[config.mk]
export PLATFORM = sky130hd
export DESIGN_NAME = dw_pw_loop_scheduler
export DESIGN_NICKNAME = d
export VERILOG_FILES = /design/src/rtl/dw_pw_loop_scheduler.sv
export SDC_FILE = /design/constraint.sdc
export NUM_CORES = 1
export LEC_CHECK = 0
export CELL_PAD_IN_SITES_DETAIL_PLACEMENT = 1
export CELL_PAD_IN_SITES_GLOBAL_PLACEMENT = 2
export CORE_ASPECT_RATIO = 1.2
export CORE_UTILIZATION = 35
export DETAILED_ROUTE_END_ITERATION = 6
export GPL_TIMING_DRIVEN = 1
export PLACE_DENSITY = 0.91
export SLEW_MARGIN = 0
export SYNTH_ARGS = -nofsm -noshare
export SYNTH_HDL_FRONTEND = slang
export SYNTH_SLANG_ARGS = --single-unit
[constraint.sdc]
create_clock -name clk -period 6.4 [get_ports clk]
set_clock_uncertainty 0.15 [all_clocks]
set_input_delay 0.96 -clock clk [delete_from_list [all_inputs] [get_ports clk]]
set_output_delay 0.96 -clock clk [all_outputs]
set_load 0.01 [all_outputs]
[src/rtl/dw_pw_loop_scheduler.sv]
`default_nettype none
// ============================================================================
// Module   : dw_pw_loop_scheduler
// Purpose  : Loop-nest sequencer for the pointwise-conv stage. For every
//            output-channel group it walks every pixel, and for each pixel
//            every input channel. It issues feature/weight reads, drives
//            accumulator clear/enable, and hands each finished pixel to
//            write-back through a valid/ready handshake.
// Ports    : clk, rst (async, active-high)
//            start, input_size (S), input_channel (IC), output_channel (OC)
//            out_ready             - write-back accepts current pixel
//            busy                  - not IDLE
//            fmap_rd_en/fmap_addr  - feature read, addr = ic*S*S + pix
//            wgt_rd_en/wgt_addr    - weight read,  addr = og*IC + ic
//            acc_en/acc_clr        - accumulate / clear-then-accumulate
//            wb_valid/wb_addr      - pixel result, addr = og*S*S + pix
//            oc_group              - current output-channel group
//            done                  - one-cycle completion pulse
//            stall_cycles          - write-back stall counter
// Options  : DW_PW_SCHED_PERF_CNT_EN enables the stall_cycles counter;
//            otherwise stall_cycles is tied to zero.
// Revision : 1.0 - initial release
// ============================================================================
module dw_pw_loop_scheduler #(
    parameter int PE_NUM = 8,
    parameter int ADDR_W = 24,
    parameter int RD_LAT = 1
) (
    input  logic              clk,
    input  logic              rst,
    input  logic              start,
    input  logic [7:0]        input_size,
    input  logic [7:0]        input_channel,
    input  logic [7:0]        output_channel,
    input  logic              out_ready,
    output logic              busy,
    output logic              fmap_rd_en,
    output logic [ADDR_W-1:0] fmap_addr,
    output logic              wgt_rd_en,
    output logic [ADDR_W-1:0] wgt_addr,
    output logic              acc_en,
    output logic              acc_clr,
    output logic              wb_valid,
    output logic [ADDR_W-1:0] wb_addr,
    output logic [7:0]        oc_group,
    output logic              done,
    output logic [31:0]       stall_cycles
);

    localparam logic [2:0] c_IDLE  = 3'd0;
    localparam logic [2:0] c_RUN   = 3'd1;
    localparam logic [2:0] c_DRAIN = 3'd2;
    localparam logic [2:0] c_WB    = 3'd3;
    localparam logic [2:0] c_FIN   = 3'd4;
    localparam logic [1:0] c_DRAIN_LAST = 2'(RD_LAT - 1);

    logic [2:0]        r_state;
    logic [2:0]        w_state_nxt;
    logic [15:0]       r_ss;
    logic [7:0]        r_ic_n;
    logic [7:0]        r_ng;
    logic [7:0]        r_ic;
    logic [15:0]       r_pix;
    logic [7:0]        r_og;
    logic [1:0]        r_drain;
    logic              r_empty;
    logic [ADDR_W-1:0] r_fbase;
    logic [ADDR_W-1:0] r_wbase;
    logic [ADDR_W-1:0] r_obase;
    logic [RD_LAT-1:0] r_acc_pipe;
    logic [RD_LAT-1:0] r_clr_pipe;

    logic [15:0] w_ss;
    logic [8:0]  w_oc_round;
    logic [7:0]  w_ng;
    logic        w_cfg_zero;
    logic        w_ic_last;
    logic        w_pix_last;
    logic        w_og_last;
    logic        w_drain_last;
    logic        w_rd;

    assign w_ss         = 16'(input_size) * 16'(input_size);
    assign w_oc_round   = {1'b0, output_channel} + 9'(PE_NUM - 1);
    assign w_ng         = 8'(w_oc_round / 9'(PE_NUM));
    assign w_cfg_zero   = (input_size == 8'd0) || (input_channel == 8'd0) ||
                          (output_channel == 8'd0);
    assign w_ic_last    = (r_ic == r_ic_n - 8'd1);
    assign w_pix_last   = (r_pix == r_ss - 16'd1);
    assign w_og_last    = (r_og == r_ng - 8'd1);
    assign w_drain_last = (r_drain == c_DRAIN_LAST);
    assign w_rd         = (r_state == c_RUN);

    // Address outputs are base registers plus the running inner index; the
    // bases advance by S*S or IC, so no multiplier sits on the address path.
    assign fmap_addr = r_fbase + ADDR_W'(r_pix);
    assign wgt_addr  = r_wbase + ADDR_W'(r_ic);
    assign wb_addr   = r_obase + ADDR_W'(r_pix);
    assign oc_group  = r_og;
    assign acc_en    = r_acc_pipe[RD_LAT-1];
    assign acc_clr   = r_clr_pipe[RD_LAT-1];

    // State register
    always_ff @(posedge clk or posedge rst) begin
        if (rst) begin
            r_state <= c_IDLE;
        end else begin
            r_state <= w_state_nxt;
        end
    end

    // Next-state logic
    always_comb begin
        w_state_nxt = r_state;
        case (r_state)
            c_IDLE:  if (start) w_state_nxt = w_cfg_zero ? c_FIN : c_RUN;
            c_RUN:   if (w_ic_last) w_state_nxt = c_DRAIN;
            c_DRAIN: if (w_drain_last) w_state_nxt = c_WB;
            c_WB:    if (out_ready)
                         w_state_nxt = (w_pix_last && w_og_last) ? c_FIN : c_RUN;
            // An empty job spends one extra FIN cycle before done so that
            // done lands two cycles after the start.
            c_FIN:   if (!r_empty) w_state_nxt = c_IDLE;
            default: w_state_nxt = c_IDLE;
        endcase
    end

    // Output logic
    always_comb begin
        busy       = (r_state != c_IDLE);
        fmap_rd_en = w_rd;
        wgt_rd_en  = w_rd;
        wb_valid   = (r_state == c_WB);
        done       = (r_state == c_FIN) && !r_empty;
    end

    // Loop counters and address bases
    always_ff @(posedge clk or posedge rst) begin
        if (rst) begin
            r_ss    <= '0;
            r_ic_n  <= '0;
            r_ng    <= '0;
            r_ic    <= '0;
            r_pix   <= '0;
            r_og    <= '0;
            r_drain <= '0;
            r_empty <= 1'b0;
            r_fbase <= '0;
            r_wbase <= '0;
            r_obase <= '0;
        end else begin
            case (r_state)
                c_IDLE: begin
                    if (start) begin
                        r_ss    <= w_ss;
                        r_ic_n  <= input_channel;
                        r_ng    <= w_ng;
                        r_empty <= w_cfg_zero;
                        r_ic    <= '0;
                        r_pix   <= '0;
                        r_og    <= '0;
                        r_drain <= '0;
                        r_fbase <= '0;
                        r_wbase <= '0;
                        r_obase <= '0;
                    end
                end
                c_RUN: begin
                    if (w_ic_last) begin
                        r_ic    <= '0;
                        r_fbase <= '0;
                    end else begin
                        r_ic    <= r_ic + 8'd1;
                        r_fbase <= r_fbase + ADDR_W'(r_ss);
                    end
                end
                c_DRAIN: begin
                    r_drain <= w_drain_last ? 2'd0 : r_drain + 2'd1;
                end
                c_WB: begin
                    if (out_ready) begin
                        if (w_pix_last) begin
                            r_pix <= '0;
                            // Keep og on the last group so oc_group does not
                            // show an out-of-range value during FIN.
                            if (!w_og_last) begin
                                r_og    <= r_og + 8'd1;
                                r_wbase <= r_wbase + ADDR_W'(r_ic_n);
                                r_obase <= r_obase + ADDR_W'(r_ss);
                            end
                        end else begin
                            r_pix <= r_pix + 16'd1;
                        end
                    end
                end
                c_FIN: begin
                    r_empty <= 1'b0;
                end
                default: begin
                    r_empty <= 1'b0;
                end
            endcase
        end
    end

    // Read-return alignment: acc strobes trail the read strobe by RD_LAT.
    always_ff @(posedge clk or posedge rst) begin
        if (rst) begin
            r_acc_pipe <= '0;
            r_clr_pipe <= '0;
        end else begin
            r_acc_pipe <= RD_LAT'({r_acc_pipe, w_rd});
            r_clr_pipe <= RD_LAT'({r_clr_pipe, (w_rd && (r_ic == 8'd0))});
        end
    end

`ifdef DW_PW_SCHED_PERF_CNT_EN
    logic [31:0] r_stall;

    always_ff @(posedge clk or posedge rst) begin
        if (rst) begin
            r_stall <= '0;
        end else if ((r_state == c_IDLE) && start) begin
            r_stall <= '0;
        end else if ((r_state == c_WB) && !out_ready && (r_stall != 32'hFFFF_FFFF)) begin
            r_stall <= r_stall + 32'd1;
        end
    end

    assign stall_cycles = r_stall;
`else
    assign stall_cycles = 32'd0;
`endif

endmodule
`default_nettype wire

==> metrics.csv, run 1 <==
stage,metric,value,unit
synthesis,ys_types,75,
layout,layout_commonest_cell,nand2_1,
setup_path,worst_ep_required_time,6.53,ns
clock_network,cts_tree,done,
routing,route.vias.total,11500,
timing,setup-tns-final,0,ns
synthesis,yosys_warnings,0,
clock_network,post_cts_buffers,0,
routing,drt-initial-drc-count,464,
clock_network,clk_path_buf_depth,2,
global_routing,grt_pass1_wl,61400,um
clock_network,clock-sinks,141,
global_routing,track_usage,20.3,%
setup_path,critPathLaunchType,input port,
setup_path,critPathMostFrequentCell,fa_1,
synthesis,yosysSeqAreaShare,27.1,%
synthesis,syn-instance-count,1544,
layout,nets,1812,
pwr,max-vdd-ir-drop,0.000163,V
setup_path,cp_max_fo,9,
timing,post-route-period-util,84.3,%
layout,drive_above_1_share,4.79,%
global_routing,grt_pass1_vias,12100,
timing,post-route-min-period,5.39,ns
layout,final.fill_count,4382,
timing,maxSlewViolCount,0,
routing,avgViaCountPerCell,5.43,
die,coreArea,36800,sq um
setup_path,cp_cell_sequence,"clkdlybuf4s50_1, inv_1, nor2_1, fa_1, fa_1, inv_1, fa_1, fa_1, inv_1, ha_1, nor3_1, o21a_1, nor3_1, a41oi_1, a21oi_1, xnor2_1, o21ai_0",
global_routing,grt-ovfl-total,0,
routing,drc,0,
routing,dr.pass1.iters,5,
setup_path,worstSetupPathType,input port to flop,
setup_path,end_kind,flop,
synthesis,synthFlopType,dfrtp_1,
setup_path,max_stage_delay,0.67,ns
timing,worst_pin_slew,1.18,ns
layout,layout_common_cells,"nand2_1 (165), dfrtp_1 (141), ha_1 (119)",
die,initial_core_util,35.4,%
synthesis,yosys_register_bits,141,
synthesis,async_flop_share,100,%
placed_design,io_buffers,114,
clock_network,clk_pin_slew,0.06,ns
synthesis,syn_avg_cell_area,8.44,sq um
clock_network,cts_root_buf,clkbuf_16,
setup_path,crit_slowest_cell,clkdlybuf4s50_1,
routing,post_drt_wl_per_cell,17.7,um
placed_design,place_hpwl,29300,um
global_routing,use_met2,36.8,%
clock_network,ctsResizeCount,0,
layout,syn_to_final_growth,15.9,%
clock_network,cts_buffers,17,
routing,drtAntennaViolNets,0,
setup_path,worstPathArrival,5.53,ns
placed_design,dpl-instance-area,14500,sq um
die,die_w,178,um
placed_design,routabilityCongestion,0.832,
synthesis,synth_edf_count,0,
layout,antenna_cells,0,
pwr,total_leakage_power,7.17,nW
pwr,power_density,364,nW/um^2
layout,stdcell_area,15100,sq um
die,rows,77,
die,io_pins,147,
global_routing,use_met3,2.16,%
synthesis,synth_area,13000,sq um
outcome,outcome,completed,
clock_network,hold_buffers,0,
timing,hold_violations,0,
hold_path,hp-class,flop to flop,
routing,drt-total-wl,37600,um
timing,setup_viol,0,
timing,fmax,185,MHz
clock_network,clk_latency,0.44,ns
timing,rsz0062_at_grt,false,
global_routing,antenna_found_initial,0,
die,die_y,213,um
timing,slew_headroom,21.2,%
global_routing,top_usage_layer,met2,
die,die-area,38000,sq um
clock_network,h-tree-depth,4,
global_routing,grt_util_met1,25.0,%
run,maxCapViolations,0,
global_routing,grt_max_degree,97,
[synth_stat cells, types with 18 or more instances]
| library cell | count | area [sq um] |
|---|---|---|
| a21oi_1 | 77 | 385 |
| nand2_1 | 166 | 623 |
| o21ai_0 | 83 | 415 |
| buf_4 | 33 | 248 |
| ha_1 | 119 | 1490 |
| and2_1 | 29 | 181 |
| fa_1 | 29 | 581 |
| dfrtp_1 | 141 | 3530 |
| nor2_1 | 114 | 428 |
| xor2_1 | 63 | 552 |
| inv_1 | 92 | 345 |
| and3_1 | 29 | 181 |
| a21o_1 | 34 | 255 |
| or3_1 | 18 | 113 |
| clkbuf_1 | 40 | 150 |
| a31oi_1 | 24 | 150 |
| nor3_1 | 49 | 245 |
| nand3_1 | 48 | 240 |
| xnor2_1 | 97 | 850 |
| a22o_1 | 20 | 175 |
[worst max-delay path, delay by kind of cell]
family | cells | cell delay (ns)
xor gates and xnor gates | 1 | 0.13
buffers and inverters | 4 | 0.95
adders and majority gates | 5 | 2.28
AOI/OAI and AO/OA | 4 | 0.58
and+or+nand+nor | 3 | 0.63
[logic make-up after synthesis]
family / synth area share, %
buffers and inverters: 6.02
adder cells (fa/ha/maj): 15.9
XOR/XNOR: 11.1
flip-flops: 27.1
AND/OR/NAND/NOR: 20.9
multiplexers: 0.701
AO/OA/AOI/OAI: 18.3
other: 0.0288
[where the power goes]
group / internal (mW) / switching (mW) / total, mW
clock: 0.538 / 0.429 / 0.968
sequential: 1.11 / 0.357 / 1.47
combinational: 1.40 / 1.66 / 3.07
[through the flow]
step | worst slack (ns) | hold WS [ns] | instances | utilization [%] | total power, mW
floorplan | 1.50 | 0.316 | 1575 | - | 3.61
global placement | 0.756 | 0.329 | 2091 | 39.5 | 4.42
detailed placement | 0.496 | 0.362 | 2091 | 39.5 | 4.55
CTS | 0.959 | 0.377 | 2123 | 41.0 | 5.56
global route | 0.678 | 0.396 | 2123 | 41.0 | 5.96
finish | 1.01 | 0.379 | 2123 | 41.0 | 5.50
[area by class of cell]
cell class	count	area (sq um)	share of cell area [%]
Multi-Input combinational cell	1260	8850	58.6
Sequential cell	141	3530	23.4
Inverter	92	350	2.32
Timing Repair Buffer	124	1220	8.05
Tap cell	474	593	3.93
Clock buffer	17	425	2.82
Clock inverter	15	139	0.919
[state kept, by name (all words and copies together) (netlist names), 3 cells and up]
name / count
r_ic: 8
r_wbase: 24
r_ng: 6
oc_group: 8
r_pix: 16
r_ic_n: 8
r_state: 3
r_fbase: 24
r_ss: 15
r_obase: 24
[routing by layer]
layer	up-vias	wire, um
met1	5732	16700
met3	42	932
met5	-	0
met2	177	19100
li1	5577	-
met4	0	882
[worst paths after layout]
check / startpoint / to / slack, ns / depth (start not counted)
setup / recovery: input_size[5] / r_ss[14]$_DFFE_PP0P_ / 1.01 / 17
hold / removal: r_ng[1]$_DFFE_PP0P_ / r_ng[1]$_DFFE_PP0P_ / 0.38 / 2
setup reg to reg: r_ss[2]$_DFFE_PP0P_ / r_obase[0]$_DFFE_PP0P_ / 2.30 / 11
hold reg to reg: r_ng[1]$_DFFE_PP0P_ / r_ng[1]$_DFFE_PP0P_ / 0.38 / 2
max in group asynchronous: rst / r_wbase[1]$_DFFE_PP0P_ / 3.95 / 3
min in group asynchronous: rst / acc_clr$_DFF_PP0_ / 0.96 / 2
Power figures use the tool's default switching activity.
==> run 2, diff against run 1 <==
- clock period: 6.4 -> 5.2 ns (I/O delays scaled with it)
==> run 2 against run 1 <==
Critical path depth stayed put; final cell count grew 1.6%; routed wire length is essentially flat; global-route usage is 0.17 points higher.
==> metrics.csv, run 2 (synthesized netlist as in run 1, its figures left out) <==
stage,metric,value,unit,change
layout,stdcell_area,15400,sq um,"was 15,100 sq um"
setup_path,reg2regPathDepth,10,,was 11
pwr,p_sw,3.02,mW,was 2.45 mW
routing,drt-initial-drc-count,434,,was 464
pwr,power_density,445,nW/um^2,was 364 nW/um^2
timing,slew_headroom,29.3,%,was 21.2%
die,coreArea,36800,sq um,unchanged
timing,fmax,205,MHz,
setup_path,critPathLaunchType,input port,,unchanged
hold_path,whs_endpoint,r_drain[0]$_DFFE_PP0P_,,was r_ng[1]$_DFFE_PP0P_
placed_design,place_hpwl,29600,um,"was 29,300 um"
layout,reg_top3,"r_fbase: 24 flops, r_obase: 24 flops, r_wbase: 24 flops",,unchanged
die,initial_core_util,35.4,%,unchanged
setup_path,worstSetupPathType,input port to flop,,unchanged
global_routing,grt-ovfl-total,0,,unchanged
run,maxCapViolations,0,,unchanged
outcome,outcome,completed,,unchanged
layout,syn_to_final_growth,17.8,%,was 15.9%
pwr,fin_total_pwr,6.84,mW,was 5.50 mW
timing,setup-tns-final,0,ns,unchanged
routing,route.vias.total,11600,,"was 11,500"
setup_path,worstPathArrival,5.01,ns,was 5.53 ns
pwr,power_frac_comb,56.3,%,was 55.7%
die,io_pins,147,,unchanged
timing,rsz0062_at_grt,false,,unchanged
global_routing,track_usage,20.5,%,was 20.3%
setup_path,r2r-start,r_ss[0]$_DFFE_PP0P_,,was r_ss[2]$_DFFE_PP0P_
pwr,total_leakage_power,7.34,nW,was 7.17 nW
global_routing,antenna_found_initial,0,,unchanged
global_routing,grt_pass1_wl,62100,um,"was 61,400 um"
clock_network,cts_buffers,17,,unchanged
clock_network,cts_root_buf,clkbuf_16,,unchanged
die,die_y,213,um,unchanged
routing,dr.pass1.iters,4,,was 5
routing,drc,0,,unchanged
clock_network,clock-sinks,141,,unchanged
pwr,intPower,3.82,mW,was 3.05 mW
timing,setup_viol,0,,unchanged
layout,nets,1846,,"was 1,812"
layout,drive_above_1_share,6.66,%,was 4.79%
layout,layout_commonest_cell,nand2_1,,unchanged
pwr,max-vdd-ir-drop,0.000246,V,was 0.000163 V
clock_network,cts_tree,done,,unchanged
placed_design,dp_cells,2125,,"was 2,091"
pwr,seqPwrFrac,26.4,%,was 26.7%
routing,post_drt_wl_per_cell,17.5,um,was 17.7 um
timing,post-route-period-util,93.6,%,
timing,post-route-min-period,4.87,ns,
placed_design,routabilityCongestion,0.852,,was 0.832
routing,drt-total-wl,37600,um,about the same
timing,maxSlewViolCount,0,,unchanged
global_routing,grt_pass1_vias,12200,,"was 12,100"
layout,final.fill_count,4457,,"was 4,382"
setup_path,worst_ep_required_time,5.34,ns,was 6.53 ns
hold_path,worstHoldStart,r_drain[0]$_DFFE_PP0P_,,was r_ng[1]$_DFFE_PP0P_
layout,finalNonFillerCells,2156,,"was 2,123"
setup_path,cp_max_fo,5,,was 9
clock_network,clk_pin_slew,0.06,ns,about the same
clock_network,h-tree-depth,4,,unchanged
clock_network,clk_path_buf_depth,2,,unchanged
die,rows,77,,unchanged
placed_design,dpl-instance-area,14800,sq um,"was 14,500 sq um"
timing,worst_pin_slew,1.05,ns,was 1.18 ns
pwr,switching_share,44.1,%,was 44.5%
routing,drtAntennaViolNets,0,,unchanged
setup_path,r2r_slack,1.35,ns,was 2.30 ns
placed_design,io_buffers,114,,unchanged
setup_path,r2r-end,r_obase[16]$_DFFE_PP0P_,,was r_obase[0]$_DFFE_PP0P_
pwr,clkPwrFrac,17.3,%,was 17.6%
routing,avgViaCountPerCell,5.40,,was 5.43
hold_path,hp-class,flop to flop,,unchanged
layout,antenna_cells,0,,unchanged
setup_path,end_kind,flop,,unchanged
layout,ff_latch_area,3530,sq um,unchanged
clock_network,hold_buffers,0,,unchanged
die,die-area,38000,sq um,unchanged
layout,layout_common_cells,"nand2_1 (165), dfrtp_1 (141), ha_1 (119)",,unchanged
global_routing,grt_max_degree,77,,was 97
die,die_w,178,um,unchanged
hold_path,hold_depth,1,,was 2
clock_network,clk_latency,0.44,ns,about the same
layout,multi_input_area,8850,sq um,unchanged
timing,hold_violations,0,,unchanged
==> run 2: cell types whose count changed in the layout (fill, tap and decap cells not counted) <==
| cell | change |
|---|---|
| clkinv_2 | +1 |
| dlymetal6s2s_1 | +1 |
| inv_6 | -2 |
| clkbuf_8 | +1 |
| clkinv_4 | -1 |
| clkdlybuf4s50_1 | -1 |
| buf_4 | +34 |
==> run 2: worst max-delay path, stage by stage <==
cell and delay [ns]:
clkdlybuf4s50_1 0.47, inv_1 0.07, nor2_1 0.23, fa_1 0.49, fa_1 0.55, inv_1 0.05, fa_1 0.50, fa_1 0.54
inv_1 0.04, ha_1 0.24, nor3_1 0.20, o21a_1 0.15, nor3_1 0.07, a41oi_1 0.28, a21oi_1 0.12, xnor2_1 0.14
o21ai_0 0.09
==> run 2: final cells by class <==
type	count	area share, %
clock buffers	18	2.86
clock inverters	13	0.766
inverters	92	2.28
multi-input cells	1260	57.7
flip-flops and latches	141	23.0
well taps	474	3.86
repair buffers	158	9.60
==> run 2: timing repair <==
item / in CTS / in global routing
setup endpoints to repair: 0 / 2
gates resized for setup: 0 / 1
buffers inserted: 0 / 0
==> run 2: worst max-delay path by stage <==
stage,start,end
4_1_cts,input_size[2],r_ss[14]$_DFFE_PP0P_
2_1_floorplan,input_size[2],r_ss[14]$_DFFE_PP0P_
3_5_place_dp,input_size[2],r_ss[14]$_DFFE_PP0P_
5_1_grt,r_ic[0]$_DFFE_PP0P_,wgt_addr[18]
6_report,input_size[5],r_ss[14]$_DFFE_PP0P_
3_3_place_gp,input_size[2],r_ss[14]$_DFFE_PP0P_
==> run 2: per-layer routing <==
layer	share of wire, %	wire (um)	global-route usage [%]	vias to the layer above
met4	2.5	939	6.87	0
met5	0	0	0	-
li1	-	-	-	5643
met2	50	18900	36.8	160
met1	45	17100	25.5	5788
met3	2.0	753	2.15	45
==> run 2: power by group through the flow <==
stage	registers (mW)	logic [mW]	clock network [mW]
after CTS	1.80	3.88	1.21
final	1.81	3.85	1.18
after global placement	1.81	3.70	0
after floorplan	1.63	2.81	0
after global routing	1.85	4.31	1.24
after detailed placement	1.82	3.86	0
==> run 2: through the flow <==
stage          util [%]  setup slack [ns]  hold slack, ns
2_1_floorplan         -             0.480           0.316
3_3_place_gp       40.2            -0.142           0.326
3_5_place_dp       40.2            -0.273           0.361
4_1_cts            41.7             0.191           0.375
5_1_grt            41.7            0.0824           0.392
6_report           41.7             0.332           0.378
